$ cat config.mk
export PLATFORM = sky130hd
export DESIGN_NAME = mod_subbytes_ctrl
export DESIGN_NICKNAME = d
export VERILOG_FILES = /design/src/rtl/aes_pkg.sv /design/src/rtl/mod_valid_delay.sv /design/src/rtl/mod_subbytes_ctrl.sv
export SDC_FILE = /design/constraint.sdc
export NUM_CORES = 1
export LEC_CHECK = 0
export BUFFER_PORTS_ARGS = -buffer_cell sky130_fd_sc_hd__buf_2
export CAP_MARGIN = 20
export CORE_AREA = 5 5 190 192
export DETAILED_ROUTE_END_ITERATION = 8
export DIE_AREA = 0 0 195 197
export REMOVE_ABC_BUFFERS = 1
export SKIP_LAST_GASP = 1
export SLEW_MARGIN = 20
export SYNTH_ARGS = -nofsm -noshare
export SYNTH_HDL_FRONTEND = slang
export SYNTH_SLANG_ARGS = --single-unit
$ cat constraint.sdc
create_clock -name clk -period 3 [get_ports clk]
set_input_delay 0.45 -clock clk [delete_from_list [all_inputs] [get_ports clk]]
set_output_delay 0.45 -clock clk [all_outputs]
set_load 0.005 [all_outputs]
$ cat src/rtl/aes_pkg.sv
// Shared AES types and the byte-ordering helpers for a 128-bit state (byte0 = MSB).
package aes_pkg;

    localparam int AES_NBYTES  = 16;
    localparam int AES_BYTE_W  = 8;
    localparam int AES_STATE_W = AES_NBYTES * AES_BYTE_W;
    localparam int AES_CNT_W   = $clog2(AES_NBYTES) + 1;

    typedef logic [AES_BYTE_W-1:0]  byte_t;
    typedef logic [AES_STATE_W-1:0] state_t;
    typedef logic [AES_CNT_W-1:0]   cnt_t;

    typedef enum logic [1:0] {
        SB_IDLE,
        SB_LOOKUP,
        SB_DONE
    } sb_state_e;

    // Byte k lives at bits [127-8k -: 8]; these two functions are the only place that knows it.
    function automatic byte_t get_byte(state_t s, cnt_t idx);
        return s[(AES_NBYTES - 1 - int'(idx)) * AES_BYTE_W +: AES_BYTE_W];
    endfunction

    function automatic state_t set_byte(state_t s, cnt_t idx, byte_t b);
        state_t r;
        r = s;
        r[(AES_NBYTES - 1 - int'(idx)) * AES_BYTE_W +: AES_BYTE_W] = b;
        return r;
    endfunction

endpackage

$ cat src/rtl/mod_valid_delay.sv
// Aligns the ROM issue-valid with returning ROM data; DEPTH=0 collapses to a wire.
module mod_valid_delay #(
    parameter int DEPTH = 1
) (
    input  logic clk,
    input  logic rst_n,
    input  logic din,
    output logic dout
);

    generate
        if (DEPTH == 0) begin : g_wire
            assign dout = din;
        end else begin : g_pipe
            logic [DEPTH-1:0] stage_reg;
            logic [DEPTH:0]   chain;

            assign chain = {stage_reg, din};

            always_ff @(posedge clk or negedge rst_n) begin
                if (!rst_n) begin
                    stage_reg <= '0;
                end else begin
                    stage_reg <= chain[DEPTH-1:0];
                end
            end

            assign dout = stage_reg[DEPTH-1];
        end
    endgenerate

endmodule

$ cat src/rtl/mod_subbytes_ctrl.sv
// SubBytes sequencer: walks one latched state through the shared S-box ROM a byte per
// cycle and presents the substituted state on a valid/ready output.
module mod_subbytes_ctrl
    import aes_pkg::*;
#(
    parameter int NBYTES      = 16,
    parameter int DATA_WIDTH  = 8,
    parameter int ROM_LATENCY = 1
) (
    input  logic                         clk,
    input  logic                         rst_n,
    input  logic                         in_valid,
    output logic                         in_ready,
    input  logic [NBYTES*DATA_WIDTH-1:0] in_state,
    output logic                         out_valid,
    input  logic                         out_ready,
    output logic [NBYTES*DATA_WIDTH-1:0] out_state,
    output logic                         rom_en,
    output logic [DATA_WIDTH-1:0]        rom_addr,
    input  logic [DATA_WIDTH-1:0]        rom_data,
    output logic                         busy
);

    localparam int CNT_W = $clog2(NBYTES) + 1;
    localparam logic [CNT_W-1:0] CNT_END  = CNT_W'(NBYTES);
    localparam logic [CNT_W-1:0] CNT_LAST = CNT_W'(NBYTES - 1);

    sb_state_e state_reg, state_next;

    logic [NBYTES*DATA_WIDTH-1:0] hold_reg;
    logic [NBYTES*DATA_WIDTH-1:0] result_reg;
    logic [CNT_W-1:0]             issue_cnt_reg;
    logic [CNT_W-1:0]             cap_cnt_reg;

    logic accept;
    logic issue;
    logic cap_valid;
    logic cap_last;

    assign accept   = in_valid && (state_reg == SB_IDLE);
    assign issue    = (state_reg == SB_LOOKUP) && (issue_cnt_reg < CNT_END);
    assign cap_last = cap_valid && (cap_cnt_reg == CNT_LAST);

    // Reset clears the delay line, so a read in flight at reset never lands in result_reg.
    mod_valid_delay #(
        .DEPTH (ROM_LATENCY)
    ) u_valid_delay (
        .clk   (clk),
        .rst_n (rst_n),
        .din   (issue),
        .dout  (cap_valid)
    );

    always_ff @(posedge clk or negedge rst_n) begin
        if (!rst_n) begin
            state_reg <= SB_IDLE;
        end else begin
            state_reg <= state_next;
        end
    end

    always_comb begin
        state_next = state_reg;
        case (state_reg)
            SB_IDLE:   if (accept)    state_next = SB_LOOKUP;
            SB_LOOKUP: if (cap_last)  state_next = SB_DONE;
            SB_DONE:   if (out_ready) state_next = SB_IDLE;
            default:                  state_next = SB_IDLE;
        endcase
    end

    always_ff @(posedge clk or negedge rst_n) begin
        if (!rst_n) begin
            hold_reg      <= '0;
            result_reg    <= '0;
            issue_cnt_reg <= '0;
            cap_cnt_reg   <= '0;
        end else begin
            if (accept) begin
                hold_reg      <= in_state;
                issue_cnt_reg <= '0;
                cap_cnt_reg   <= '0;
            end
            if (issue) begin
                issue_cnt_reg <= issue_cnt_reg + 1'b1;
            end
            if (cap_valid) begin
                result_reg  <= set_byte(result_reg, cap_cnt_reg, rom_data);
                cap_cnt_reg <= cap_cnt_reg + 1'b1;
            end
        end
    end

    // rom_en/rom_addr are decoded from state so that reset drops them without waiting for a clock.
    assign rom_en    = issue;
    assign rom_addr  = issue ? get_byte(hold_reg, issue_cnt_reg) : '0;
    assign in_ready  = (state_reg == SB_IDLE);
    assign out_valid = (state_reg == SB_DONE);
    assign busy      = (state_reg != SB_IDLE);
    assign out_state = result_reg;

endmodule

==> results of run 1 <==
## cell families after synthesis
logic type / share of synthesized area
compound gates: 0.0416
xor+xnor: 0.00614
fa+ha+maj: 0.00741
buf+inv: 0.0236
flops: 0.569
mux: 0.196
simple gates: 0.156
## cell usage in the layout (no fill, tap or decap), types with 2 or more instances in the layout
master / n
buf_12: 8
nor2b_1: 3
mux2i_1: 24
nand2_4: 2
nor3_4: 2
o2111ai_4: 10
nor4_4: 2
diode_2: 2
clkbuf_8: 4
inv_1: 13
nand2b_1: 2
dfrtp_1: 267
nand2_1: 404
dfrtp_2: 2
nor3b_1: 2
and3_1: 2
ha_1: 7
buf_4: 13
mux4_2: 32
buf_2: 278
nand3_1: 4
nor3_2: 2
clkinvlp_4: 5
o2111ai_2: 6
bufinv_16: 3
mux2_2: 121
clkbuf_16: 31
nor2_1: 7
o21ai_0: 10
o22ai_1: 8
clkbuf_1: 7
clkinv_2: 4
## power by group through the flow
stage | registers [mW] | clock network [mW] | logic, mW
floorplan | 6.37 | 0 | 3.40
global placement | 6.30 | 0 | 5.73
detailed placement | 6.35 | 0 | 5.85
CTS | 6.29 | 3.89 | 5.89
global route | 6.50 | 4.03 | 6.45
finish | 6.29 | 3.78 | 5.80
## layout make-up
| cell class | instances | area (um2) |
|---|---|---|
| sequential | 269 | 6730 |
| multi-input combinational | 672 | 4860 |
| antenna | 2 | 5.00 |
| clock buffer | 42 | 857 |
| inverter | 14 | 56.3 |
| tap | 455 | 569 |
| timing repair buffer | 301 | 1670 |
| clock inverter | 14 | 169 |
| fill | 3242 | 19300 |
## through the flow
step	total power, mW	utilization	setup TNS [ns]
6_report	15.9	0.436	0
5_1_grt	17.0	0.436	0
4_1_cts	16.1	0.436	0
3_5_place_dp	12.2	0.405	0
3_3_place_gp	12.0	0.405	0
2_1_floorplan	9.77	-	-694.94
## layer usage
layer | GRT usage | vias up | part of all wire
li1 | - | 3965 | -
met1 | 0.227 | 4152 | 0.46
met2 | 0.252 | 284 | 0.45
met3 | 0.0344 | 45 | 0.069
met4 | 0.0344 | 6 | 0.020
met5 | 0 | - | 0.0013
## worst reg2reg max path: cells and delay by family (launching register included)
kind | cells | cell delay (ns)
and+or+nand+nor | 3 | 0.87
DFF | 1 | 0.45
AOI/OAI and AO/OA | 1 | 0.44
muxes | 1 | 0.41
adders and majority gates | 1 | 0.30
buffers and inverters | 2 | 0.23
## how the worst max path moves through the flow
stage | startpoint | end | slack (ns) | cells past startpoint
floorplan | state_reg[0] | issue_cnt_reg[2] | -5.31 | 4
global placement | cap_cnt_reg[1] | out_state[34] | 0.22 | 7
detailed placement | cap_cnt_reg[1] | out_state[37] | 0.15 | 7
CTS | state_reg[0] | rom_addr[7] | 0.02 | 5
global route | cap_cnt_reg[2] | out_state[50] | 0.02 | 8
finish | state_reg[0] | rom_addr[7] | 0.13 | 5
## synth_stat cells (3+ instances only)
cell       number  share of area
nand2_1       406           0.13
clkbuf_1       44          0.014
nor3b_1         3         0.0019
nand3_1         4         0.0017
o2111ai_2       6         0.0076
nand2b_1        3         0.0016
nor2_1          8         0.0025
o22ai_1         8         0.0042
o21ai_0        10         0.0042
o2111ai_4      10          0.022
dfrtp_1       269           0.57
ha_1            7         0.0074
mux4_2         32          0.061
mux2i_1        24          0.020
inv_1          14         0.0044
mux2_2        121           0.12
nor2b_1         3         0.0016
buf_2           7         0.0030
## what timing repair did
item | in CTS | in global routing
hold buffers | 1 | 0
endpoints found under the hold margin | 58 | 0
endpoints found under the setup margin | 8 | 35
setup buffers | 0 | 0
gates resized for setup | 4 | 4
==> flow_summary.toml, run 1 <==
[place]
pre_cts_slack_ns = 0.149
place_inst = 1710
dpl.hpwl_um = 21500
place_congestion = 0.817
portBuffers = 279
placed_area_mm2 = 0.0138

[pwr]
power_frac_comb = 0.365
clkPwrFrac = 0.238
power.leakage_nw = 7.26
seqPwrFrac = 0.396
irDropWorstVdd_uv = 604
powerDensity_mw_per_mm2 = 1060
switching_share = 0.336
switchingPower_mw = 5.34
power.internal_mw = 10.5

[timing]
setup_viol = 0
hold_viol_final = 0
fin_ws_ns = 0.132
finalWorstPathRequiredPeriod_ns = 2.87
report.final.slew_viol_count = 0
worst_pin_slew_ns = 0.615
hold_ws_ns = 0.0850
relSlewSlack = 0.587
rsz0062_at_grt = "no"
skew_ns = 0.0120
fmax_mhz = 349
fin_crit_sh = 0.956

[hold_path]
hold-path-endpoint = "hold_reg[81]"
whs_path_depth = 3
worstHoldStart = "in_state[81]"
hp-class = "input port to register"

[synth]
syn_inst = 1009
async_flop_share = 1.00
synth_seq_area_share = 0.569
yosys.cell_types.count = 43
yosys_most_used_dff = "dfrtp_1"
synth.avg_cell_area_um2 = 11.7
synth_edf_count = 0
netlist_area_mm2 = 0.0118
yosysWarnings = 0
ys_ff_latch = 269

[cts]
cts_inserted_buffers = 30
clkSlewWorstSetupHoldPaths_ns = 0.07
cts_buffer_depth = 3
clock-sinks = 269
root_buffer = "clkbuf_16"
cts_tree = "built"
insertion_delay_ns = 0.56
htreeDepth = 1

[route]
drtIter0Drc = 332
via_per_inst = 4.78
routed_wl_um = 31300
remaining_drc_errors = 0
firstDrtPassIters = 6
vias = 8452
drtAntennaViolNets = 0
detail_route.wl_per_cell_um = 17.7

[grt]
grt_pass1_wl_um = 49700
overflow = 0
antenna_found_initial = 4
grt.total_usage = 0.159
grt_max_degree = 116
first_global_vias = 8782

[critical_path]
path_max_fanout = 8
slowest_stage = "or3b_2"
rrSetupSlack_ns = 0.17
crit_family = "simple AND/OR/NAND/NOR gates"
crit_type = "register to output pin"
slowest_delay_ns = 0.54
crit_required_ns = 2.55
worst-endpoint-arrival_ns = 2.42
crit-reg2reg-capture = "out_state[54]"
rr_startpoint = "cap_cnt_reg[2]"
cp-start-kind = "register"
path_cells = "or3b_2 -> clkinvlp_4 -> nand2_4 -> o22ai_1 -> buf_2"
critPathBufInv = 2
ff2ff_path_depth = 8
cp-end-kind = "output pin"

[floorplan]
start_util = 0.346
std_cell_rows = 68
die_w_um = 195
die_area_mm2 = 0.0384
coreArea_mm2 = 0.0342
ios = 280
die_y_um = 197

[layout]
nNetsFinal = 1435
final_cell_area_mm2 = 0.0149
fin_cells = 1769
drive_gt1_frac = 0.410
syn2layout_area_growth_pct = 26.2

[run]
maxCapViolCount = 0

[status]
outcome = "complete, no violations"
Note: power is estimated with default switching activity, not from simulation.
==> inputs of run 2 (changes only) <==
--- a/config.mk
+++ b/config.mk
@@ -8,9 +8,11 @@
 export BUFFER_PORTS_ARGS = -buffer_cell sky130_fd_sc_hd__buf_2
 export CAP_MARGIN = 20
 export CORE_AREA = 5 5 190 192
+export CTS_BUF_LIST = sky130_fd_sc_hd__clkbuf_8
 export DETAILED_ROUTE_END_ITERATION = 8
 export DIE_AREA = 0 0 195 197
 export REMOVE_ABC_BUFFERS = 1
+export SETUP_SLACK_MARGIN = 0.02
 export SKIP_LAST_GASP = 1
 export SLEW_MARGIN = 20
 export SYNTH_ARGS = -nofsm -noshare
==> flow_summary.toml, run 2 (synthesized netlist as in run 1, its figures left out) <==
[cts]
cts_buffer_depth = 3
cts_inserted_buffers = 46
htreeDepth = 2
root_buffer = "clkbuf_8"
clkSlewWorstSetupHoldPaths_ns = 0.06
postCtsSetupRepairBufs = 0
insertion_delay_ns = 0.61
clock-sinks = 269
cts_tree = "built"

[pwr]
power.internal_mw = 10.2
power.leakage_nw = 7.50
power_frac_comb = 0.379
irDropWorstVdd_uv = 406
power_mw = 15.5
switchingPower_mw = 5.34
seqPwrFrac = 0.405
switching_share = 0.344
powerDensity_mw_per_mm2 = 1010
clkPwrFrac = 0.216

[timing]
skew_ns = 0.0169
relSlewSlack = 0.578
fmax_mhz = 353
fin_crit_sh = 0.946
rsz0062_at_grt = "no"
setup_viol = 0
worst_pin_slew_ns = 0.629
finalWorstPathRequiredPeriod_ns = 2.84
hold_viol_final = 0
report.final.slew_viol_count = 0

[grt]
overflow = 0
antenna_found_initial = 2
first_global_vias = 9162
grt_pass1_wl_um = 51000
grt.total_usage = 0.165
grt_max_degree = 116

[route]
drtIter0Drc = 332
detail_route.wl_per_cell_um = 17.3
drtAntennaViolNets = 0
routed_wl_um = 31800
remaining_drc_errors = 0
firstDrtPassIters = 4
vias = 8779
via_per_inst = 4.77

[place]
placed_area_mm2 = 0.0138
place_inst = 1710
dpl.hpwl_um = 21500
place_congestion = 0.817
portBuffers = 279

[floorplan]
std_cell_rows = 68
die_area_mm2 = 0.0384
ios = 280
coreArea_mm2 = 0.0342
die_y_um = 197
die_w_um = 195
start_util = 0.346

[critical_path]
crit_required_ns = 2.55
cp-end-kind = "output pin"
slowest_delay_ns = 0.56
crit_family = "simple AND/OR/NAND/NOR gates"
crit_type = "register to output pin"
cp-start-kind = "register"
worst-endpoint-arrival_ns = 2.39
path_cells = "or3b_2 -> clkinvlp_4 -> nand2_4 -> o22ai_1 -> buf_2"
path_max_fanout = 8
slowest_stage = "or3b_2"
critPathBufInv = 2

[layout]
syn2layout_area_growth_pct = 29.6
final_cell_area_mm2 = 0.0153
drive_gt1_frac = 0.403
fin_util = 0.448
final_cell_mix = "nand2_1 (404), buf_2 (278), dfrtp_1 (266)"
final_common_cell = "nand2_1"
fin_cells = 1841
nNetsFinal = 1498
nFillCells = 3214

[run]
maxCapViolCount = 0

[status]
outcome = "complete, no violations"

[hold_path]
hp-class = "input port to register"
run 2: changes by cell type in the layout (fill, tap and decap cells not counted), moves of 2 or more:
| cell | delta |
|---|---|
| inv_1 | +15 |
| bufinv_16 | -2 |
| dlygate4sd3_1 | +47 |
| clkbuf_1 | -7 |
| clkbuf_16 | -31 |
| clkbuf_8 | +55 |
run 2: what timing repair did:
action | in CTS | in global routing
endpoints found under the hold margin | 105 | 0
endpoints found under the setup margin | 8 | 37
hold buffers | 48 | 0
gates resized for setup | 5 | 6
run 2: metrics by stage:
stage                     setup TNS (ns)  hold WS (ns)  setup WS [ns]
after floorplan                  -694.94         0.154          -5.31
after global placement                 0         0.446          0.216
after detailed placement               0         0.453          0.149
after CTS                              0      0.000489         0.0443
after global routing                   0        0.0122         0.0172
final                                  0        0.0529          0.163
run 2: final timing paths:
path / slack, ns / start / to / cells after the start
max: 0.16 / state_reg[1] / rom_addr[4] / 5
min: 0.05 / in_state[92] / hold_reg[92] / 3
min in group asynchronous: 0.40 / rst_n / out_state[58] / 2
min reg2reg: 0.47 / hold_reg[33] / hold_reg[33] / 2
max reg2reg: 0.21 / cap_cnt_reg[2] / out_state[19] / 8
max in group asynchronous: 1.81 / rst_n / hold_reg[83] / 3
run 2: tightest hold or removal path, stage by stage:
cell and delay (ns):
buf_2 0.08, nand2_1 0.04, nand2_1 0.05
run 2: cell type report:
type	instances	area, um2	area share
sequential	269	6740	0.439
multi-input combinational	672	4870	0.318
timing repair buffer	348	2140	0.140
clock buffer	59	812	0.0530
tap	455	569	0.0371
clock inverter	23	133	0.00865
inverter	14	56.3	0.00367
antenna	1	2.50	0.000163
run 2: power by group through the flow:
stage               clock [mW]  sequential [mW]  combinational (mW)
finish                    3.36             6.29                5.87
global route              3.65             6.50                6.53
CTS                       3.48             6.29                5.93
detailed placement           0             6.35                5.85
global placement             0             6.30                5.73
floorplan                    0             6.37                3.40
run 2: metal layers:
layer / vias to the layer above / global-route usage / routed length [um]
li1: 4088 / - / -
met2: 297 / 0.260 / 14700
met4: 4 / 0.0502 / 602
met3: 47 / 0.0441 / 2270
met5: - / 0 / 27
met1: 4343 / 0.226 / 14200
